### src/rtl/ring_freq_meter.sv
// ring_freq_meter: multi-channel ring-oscillator frequency meter.
// Each asynchronous ring input is synchronised, edge-detected and counted over
// a fixed gate window of i_clk cycles. All channels snapshot together at the
// end of each window into hold registers. The first window after reset is
// discarded while the synchronisers settle.
// Ports:
//   i_clk   system clock, all state on its rising edge
//   i_rst   asynchronous active-high reset
//   i_ring  [pCHANNELS] ring oscillator outputs (asynchronous)
//   i_sel   [5:2] channel index, [1:0] byte index
//   o_LED   selected byte, registered
// Optional: define RING_FREQ_METER_GREY_EN to present bytes 0-2 as Gray code.
module ring_freq_meter #(
    parameter int unsigned pCHANNELS = 4,
    parameter int unsigned pGATE     = 1000,
    parameter int unsigned pCNT_W    = 16,
    parameter int unsigned pSYNC     = 2
) (
    input  logic                 i_clk,
    input  logic                 i_rst,
    input  logic [pCHANNELS-1:0] i_ring,
    input  logic [5:0]           i_sel,
    output logic [7:0]           o_LED
);

    localparam int unsigned GATE_W = $clog2(pGATE);
    localparam int unsigned SEQ_W  = 7;
    localparam int unsigned PAD_W  = 24;
    localparam logic [pCNT_W-1:0] CNT_MAX = '1;

    typedef enum logic {sWARM, sRUN} state_t;

    state_t state_q, state_d;
    logic   latch_c;

    logic [pSYNC-1:0][pCHANNELS-1:0] sync_q;
    logic [pCHANNELS-1:0]            prev_q;
    logic [pCHANNELS-1:0]            ring_edge_c;

    logic [GATE_W-1:0] gate_q;
    logic              term_c;

    logic [pCHANNELS-1:0][pCNT_W-1:0] cnt_q, cnt_nxt_c, hold_q;
    logic [pCHANNELS-1:0]             sat_q, sat_nxt_c, hold_sat_q;
    logic [SEQ_W-1:0]                 seq_q;

    logic [3:0] sel_ch_c;
    logic [1:0] sel_byte_c;
    logic [7:0] led_c;

    // Synchroniser chain and previous-value register for edge detection
    always_ff @(posedge i_clk or posedge i_rst) begin
        if (i_rst) begin
            sync_q <= '0;
            prev_q <= '0;
        end else begin
            sync_q[0] <= i_ring;
            for (int unsigned s = 1; s < pSYNC; s++) begin
                sync_q[s] <= sync_q[s-1];
            end
            prev_q <= sync_q[pSYNC-1];
        end
    end

    assign ring_edge_c = sync_q[pSYNC-1] & ~prev_q;

    // Free-running gate counter, 0..pGATE-1
    assign term_c = (gate_q == GATE_W'(pGATE - 1));

    always_ff @(posedge i_clk or posedge i_rst) begin
        if (i_rst) begin
            gate_q <= '0;
        end else if (term_c) begin
            gate_q <= '0;
        end else begin
            gate_q <= gate_q + GATE_W'(1);
        end
    end

    // Saturating next count, including the current cycle's edge
    always_comb begin
        cnt_nxt_c = cnt_q;
        sat_nxt_c = sat_q;
        for (int unsigned ch = 0; ch < pCHANNELS; ch++) begin
            if (ring_edge_c[ch]) begin
                if (cnt_q[ch] == CNT_MAX) begin
                    sat_nxt_c[ch] = 1'b1;
                end else begin
                    cnt_nxt_c[ch] = cnt_q[ch] + pCNT_W'(1);
                end
            end
        end
    end

    // FSM: discard the first window after reset, then latch every window
    always_ff @(posedge i_clk or posedge i_rst) begin
        if (i_rst) begin
            state_q <= sWARM;
        end else begin
            state_q <= state_d;
        end
    end

    always_comb begin
        state_d = state_q;
        latch_c = 1'b0;
        case (state_q)
            sWARM: begin
                if (term_c) begin
                    state_d = sRUN;
                end
            end
            sRUN: begin
                latch_c = term_c;
            end
            default: state_d = sWARM;
        endcase
    end

    // Edge counters, hold registers and window sequence number
    always_ff @(posedge i_clk or posedge i_rst) begin
        if (i_rst) begin
            cnt_q      <= '0;
            sat_q      <= '0;
            hold_q     <= '0;
            hold_sat_q <= '0;
            seq_q      <= '0;
        end else begin
            if (term_c) begin
                cnt_q <= '0;
                sat_q <= '0;
            end else begin
                cnt_q <= cnt_nxt_c;
                sat_q <= sat_nxt_c;
            end
            if (latch_c) begin
                hold_q     <= cnt_nxt_c;
                hold_sat_q <= sat_nxt_c;
                seq_q      <= seq_q + SEQ_W'(1);
            end
        end
    end

    // Output byte select; channels beyond pCHANNELS read as all ones
    assign sel_ch_c   = i_sel[5:2];
    assign sel_byte_c = i_sel[1:0];

    always_comb begin
        logic [PAD_W-1:0]  val;
        logic [pCNT_W-1:0] raw;
        led_c = 8'hFF;
        val   = '0;
        raw   = '0;
        for (int unsigned ch = 0; ch < pCHANNELS; ch++) begin
            if (sel_ch_c == 4'(ch)) begin
`ifdef RING_FREQ_METER_GREY_EN
                raw = hold_q[ch] ^ (hold_q[ch] >> 1);
`else
                raw = hold_q[ch];
`endif
                val = PAD_W'(raw);
                case (sel_byte_c)
                    2'd0:    led_c = val[7:0];
                    2'd1:    led_c = val[15:8];
                    2'd2:    led_c = val[23:16];
                    default: led_c = {hold_sat_q[ch], seq_q};
                endcase
            end
        end
    end

    always_ff @(posedge i_clk or posedge i_rst) begin
        if (i_rst) begin
            o_LED <= 8'h00;
        end else begin
            o_LED <= led_c;
        end
    end

endmodule
### config.mk
export PLATFORM = sky130hd
export DESIGN_NAME = ring_freq_meter
export DESIGN_NICKNAME = d
export VERILOG_FILES = /design/src/rtl/ring_freq_meter.sv
export SDC_FILE = /design/constraint.sdc
export NUM_CORES = 1
export LEC_CHECK = 0
export CORE_MARGIN = 2
export CORE_UTILIZATION = 35
export DETAILED_ROUTE_END_ITERATION = 10
export HOLD_SLACK_MARGIN = 0.1
export PLACE_DENSITY = 0.56
export SLEW_MARGIN = 20
export SYNTH_ARGS = -nofsm -noshare
export SYNTH_HDL_FRONTEND = slang
export SYNTH_SLANG_ARGS = --single-unit
### constraint.sdc
create_clock -name i_clk -period 7.7 [get_ports i_clk]
set_input_delay 1.155 -clock i_clk [delete_from_list [all_inputs] [get_ports i_clk]]
set_output_delay 1.155 -clock i_clk [all_outputs]
set_load 0.005 [all_outputs]
Yosys cells after proc, flatten, opt, wreduce, memory -nomap -nowiden
Index checks and enable logic that the tools add are counted.

Register bits: 174. Input port bits: 12. Output and inout port bits: 8.

Bitwise logic cells: 2. $add $sub $neg: 6. Equal/unequal tests: 10. Reductions and logical operators: 2. Multiplexer cells: 30.

Operators with widths (count): two-way mux 16 bit (8); case mux 8 bit (3 select lines) (4); adder 16 x 1 -> 16 bit (second input constant) (4); equality test 16 bit (second input constant) (4); two-way mux 64 bit (1); two-way mux 8 bit (4); two-way mux 1 bit (11); adder 10 x 1 -> 10 bit (second input constant) (1); equality test 10 bit (second input constant) (1); two-way mux 10 bit (1); equality test 4 x 2 -> 1 bit (second input constant) (2); adder 7 x 1 -> 7 bit (second input constant) (1); bitwise AND 4 bit (1); equality test 4 x 1 -> 1 bit (second input constant) (1); logical NOT 4 bit (1); two-way mux 4 bit (1); NOT 4 bit (1); equality test 2 x 1 -> 1 bit (second input constant) (1); equality test 2 bit (second input constant) (1); logical NOT 2 bit (1).

Logic depth before layout (Yosys ltp)
Depth after elaboration: 6. Gate-level depth with buffers: 8. Mapped depth without buffers: 6.

Worst setup path after synthesis
OpenSTA, ideal clock, no wires.

Path kind: input-to-reg. Start: in i_sel[0]. End: reg o_LED[2]. Setup slack: 5.114 ns. Stages on the path: 6. Buffers on the path: 3. Data arrival time: 2.452 ns. Setup time: 0.135 ns. Required time: 7.565 ns. Cells stage by stage: buf_2 buf_2 buf_2 mux2_2 a31oi_1 o21ai_0.

Cells in the longest elaborated chain, start to end: 6.

RTL lines: start: declaration (RTL line 22) `input logic [5:0] i_sel,`; equality test 2 bit (tied with other cells) (RTL line 162) `case (sel_byte_c)`; case mux 8 bit (3 select lines) (RTL line 162); two-way mux 8 bit (3 in a row) (RTL line 155) `if (sel_ch_c == 4'(ch)) begin`; two-way mux 8 bit * (RTL line 155); named net led_c[2] (RTL line 49) `logic [7:0] led_c;`; end signal: assignment (RTL line 176) `o_LED <= led_c;`; end: declaration (RTL line 23) `output logic [7:0] o_LED`.

Mark *: on every way through the listed nets, which the timed path passes. The rest lies on a longest branch. A chain may end at the register's enable or synchronous reset.

Worst setup path after layout
Start: reg gate_q[0]. End: reg hold_q[36] in the netlist's numbering.

Cells in the longest elaborated chain, start to end: 2.

RTL lines: start: declaration (RTL line 40) `logic [GATE_W-1:0] gate_q;`; start signal: assignment (RTL line 76) `gate_q <= gate_q + GATE_W'(1);`; equality test 10 bit (RTL line 68) `assign term_c = (gate_q == GATE_W'(pGATE - 1));`; two-way mux 1 bit (RTL line 107) `case (state_q)`; end signal: assignment (RTL line 137) `hold_q <= cnt_nxt_c;`; end: declaration (RTL line 43) `logic [pCHANNELS-1:0][pCNT_W-1:0] cnt_q, cnt_nxt_c, hold_q;`.

Every way passes these cells.

==> run summary <==
Global routing
• Congestion Overflow GR: 0
• initial antenna violation count: 0
• global-route wire length before repair: 29,510 um
• total routing resource utilization after global routing: 0.1545
• via count of the first global-routing pass: 5,473
• routing usage on met2: 0.2368
• met3 global-route usage: 0.03900
• met1 track utilization from global routing: 0.2203
• global routing's busiest layer: met2
• maximum number of pins on one net before global-route repair: 115

Worst hold path
• origin of the worst min-delay path: sync_q[2]$_DFF_PP0_
• worst hold stages: 0
• path category of the worst min-delay check: reg -> reg
• terminating pin of the worst hold path: sync_q[6]$_DFF_PP0_

Synthesis
• Main synth FF type: dfrtp_1
• number of enable-type register cells in the synthesized netlist: 0
• count of mapped cells out of synthesis: 796
• synthesis warning total: 0
• Avg Inst Size Synth: 10.07 um^2
• post-synthesis cell type count: 55
• net count after synthesis: 814
• synthesis-stage register bit count: 174
• share of synthesized flip-flops with an asynchronous set or reset: 1.000
• sequential area share after synthesis: 0.5432
• cell area after technology mapping: 8015 um^2

Power
• part of the total power dissipated in combinational logic: 0.104
• total power per unit cell area: 236.4 nW/um^2
• worst supply voltage drop on vdd: 126.4 uV
• clock power share: 0.406
• Switching Share: 0.2726
• standby leakage power: 0.003884 uW
• total internal power: 1563 uW
• NetSw: 585.8 uW
• Flop pwr share: 0.490

STA
• slew margin rel.: 0.3205
• final clock period utilization by the worst path: 0.3661
• Setup TNS Final: 0 ps
• Setup violations, final: 0
• Worst Skew: 11.18 ps
• pins over their slew limit: 0
• f_max: 354.7 MHz
• unrepaired setup endpoints after global routing: no
• actual slew at the worst max-slew pin: 1019 ps
• Final Worst Setup Slack: 4881 ps
• Tmin final: 2819 ps
• final hold viol count: 0

Clock tree
• number of hold-repair buffers added at the cts stage: 0
• Longest Clk Path Bufs: 2
• number of H-tree levels: 4
• buffer cell driving the clock tree root: clkbuf_16
• Post CTS Setup Buffer Count: 0
• number of instances resized during post-cts repair: 0
• total clock buffers created by CTS: 17
• TritonCTS clock tree: done
• clock transition at the register clock pins on the worst setup and hold paths after CTS: 70 ps
• worst-skew pair later-pin latency: 430 ps
• number of clock sinks: 174

Routing
• DRC errors left: 0
• mean number of vias per cell: 5.156
• post-DR wirelength/cell: 15.82 um
• number of DRC violations after detailed-routing iteration 0: 320
• number of optimization iterations in the first detailed-route pass: 5
• Detailed Route WL: 17,440 um
• number of vias after detailed routing: 5,682
• number of antenna-violating nets in the routed design: 0

Floorplanning
• floorplan die height: 155.3 um
• effective utilization at floorplan: 0.3551
• width of the die: 155.3 um
• number of placed I/O pins: 20
• Core Footprint: 22,570 um^2
• row count: 55
• die area: 24,130 um^2

Critical path
• Setup crit start kind: flop
• critical path data arrival time: 3130 ps
• origin of the critical flop-to-flop path: gate_q[0]$_DFF_PP0_
• data required time of the worst path: 8020 ps
• kind of critical path: reg -> reg
• R2R depth: 7
• maximum net fanout on the critical path: 76
• reg-to-reg slack, setup: 4880 ps
• reg2reg end: hold_q[36]$_DFFE_PP0P_
• Critical Path Sink Type: flop

Place
• last weighted congestion value of the routability-driven placer: 0.8054
• worst slack at placement: 4385 ps
• HPWL after detailed placement: 11,780 um
• placed cell count: 1,069
• total of buffers placed on input and output ports: 19

Layout
• most used cells in the layout excluding fill and tap cells: 174 x dfrtp_1, 111 x nand2_1, 90 x nor2_1, 77 x o21ai_0, 30 x xnor2_1
• area of the multi-input gates: 3508 um^2
• fraction of layout instances using a drive strength above 1: 0.08568
• area taken by flip-flops and latches: 4354 um^2
• area overhead of the layout relative to synthesis: 13.41%
• most common cell after layout, fill and taps aside: dfrtp_1
• number of nets in the finished design: 822
• diode insertion count for antenna repair: 0
• number of inserted filler cells in the final layout: 2,232
• filler-free cell count of the finished design: 1,102

Outcome
• result of the run: complete, no violations

Run
• number of violations of the max-capacitance limit: 0

==> layer usage <==
layer  vias to the layer above  routed length, um
met5                         -                  0
met3                        12                585
met4                         0                183
li1                       2813                  -
met2                        82               7988
met1                      2775               8681
==> Yosys cell counts, drive strengths merged (14+ instances only) <==
master / number / area, um^2
nor2: 91 / 344.1
nor3: 14 / 70.07
a31oi: 22 / 137.6
and3: 17 / 111.4
xor2: 18 / 157.7
dfrtp: 174 / 4354
nand2: 113 / 426.7
clkbuf: 24 / 90.09
a21oi: 17 / 85.08
nand4: 20 / 125.1
nor2b: 14 / 95.09
nand3: 28 / 145.1
o21ai: 79 / 402.9
mux2i: 24 / 240.2
xnor2: 30 / 262.8
==> sequential cells by signal (all words and copies together), names as in the netlist <==
signal / cells
seq_q: 7
prev_q: 4
cnt_q: 64
hold_sat_q: 4
o_LED: 8
hold_q: 64
sat_q: 4
state_q: 1
gate_q: 10
sync_q: 8
==> kinds of logic (layout without fill, tap and decap cells) <==
logic type               after synthesis  after routing  share of synthesized area
buffers and inverters                 41             62                    0.02061
multiplexers                          39             39                    0.06229
XOR/XNOR                              48             48                    0.05245
AND/OR/NAND/NOR                      345            345                     0.2084
AO/OA/AOI/OAI                        143            143                     0.1037
flip-flops                           174            174                     0.5432
adder cells (fa/ha/maj)                6              6                   0.009366
==> worst max path at each step <==
stage / from / cells past startpoint / slack, ps / endpoint
after floorplan: i_rst / 1 / 1830 / cnt_q[0]$_DFF_PP0_
after global placement: i_rst / 3 / 4350 / cnt_q[0]$_DFF_PP0_
after detailed placement: i_rst / 3 / 4380 / cnt_q[0]$_DFF_PP0_
after CTS: gate_q[0]$_DFF_PP0_ / 7 / 4820 / hold_q[36]$_DFFE_PP0P_
after global routing: gate_q[0]$_DFF_PP0_ / 7 / 4620 / hold_q[36]$_DFFE_PP0P_
final: gate_q[0]$_DFF_PP0_ / 7 / 4880 / hold_q[36]$_DFFE_PP0P_
==> power by group through the flow <==
stage	clock, uW	sequential, uW	combinational, uW
2_1_floorplan	0	1050	171
3_3_place_gp	0	1070	222
3_5_place_dp	0	1070	225
4_1_cts	892	1050	226
5_1_grt	936	1060	259
6_report	873	1050	223
==> worst max-delay path: stages, from the launching register on <==
cell and delay (ps):
dfrtp_1 360, ha_1 250, nand4_1 180, nor3_2 240
buf_4 730, and2_1 220, buf_4 320, mux2_2 370
==> cell type report <==
cell class              instances  share of cell area
flip-flops and latches        174              0.4790
multi-input cells             581              0.3860
clock buffers                  18             0.04831
well taps                     285             0.03923
repair buffers                 24             0.02725
clock inverters                14             0.01721
inverters                       6            0.003028
==> metrics by stage <==
step	instance area (um^2)	util	total power, uW	hold WS, ps
3_3_place_gp	8467	0.3751	1289	334.0
6_report	9090	0.4027	2149	349.2
5_1_grt	9090	0.4027	2259	354.4
4_1_cts	9062	0.4015	2170	350.5
2_1_floorplan	8015	-	1218	331.2
3_5_place_dp	8467	0.3751	1294	337.2
Note: power is estimated with default switching activity, not from simulation.
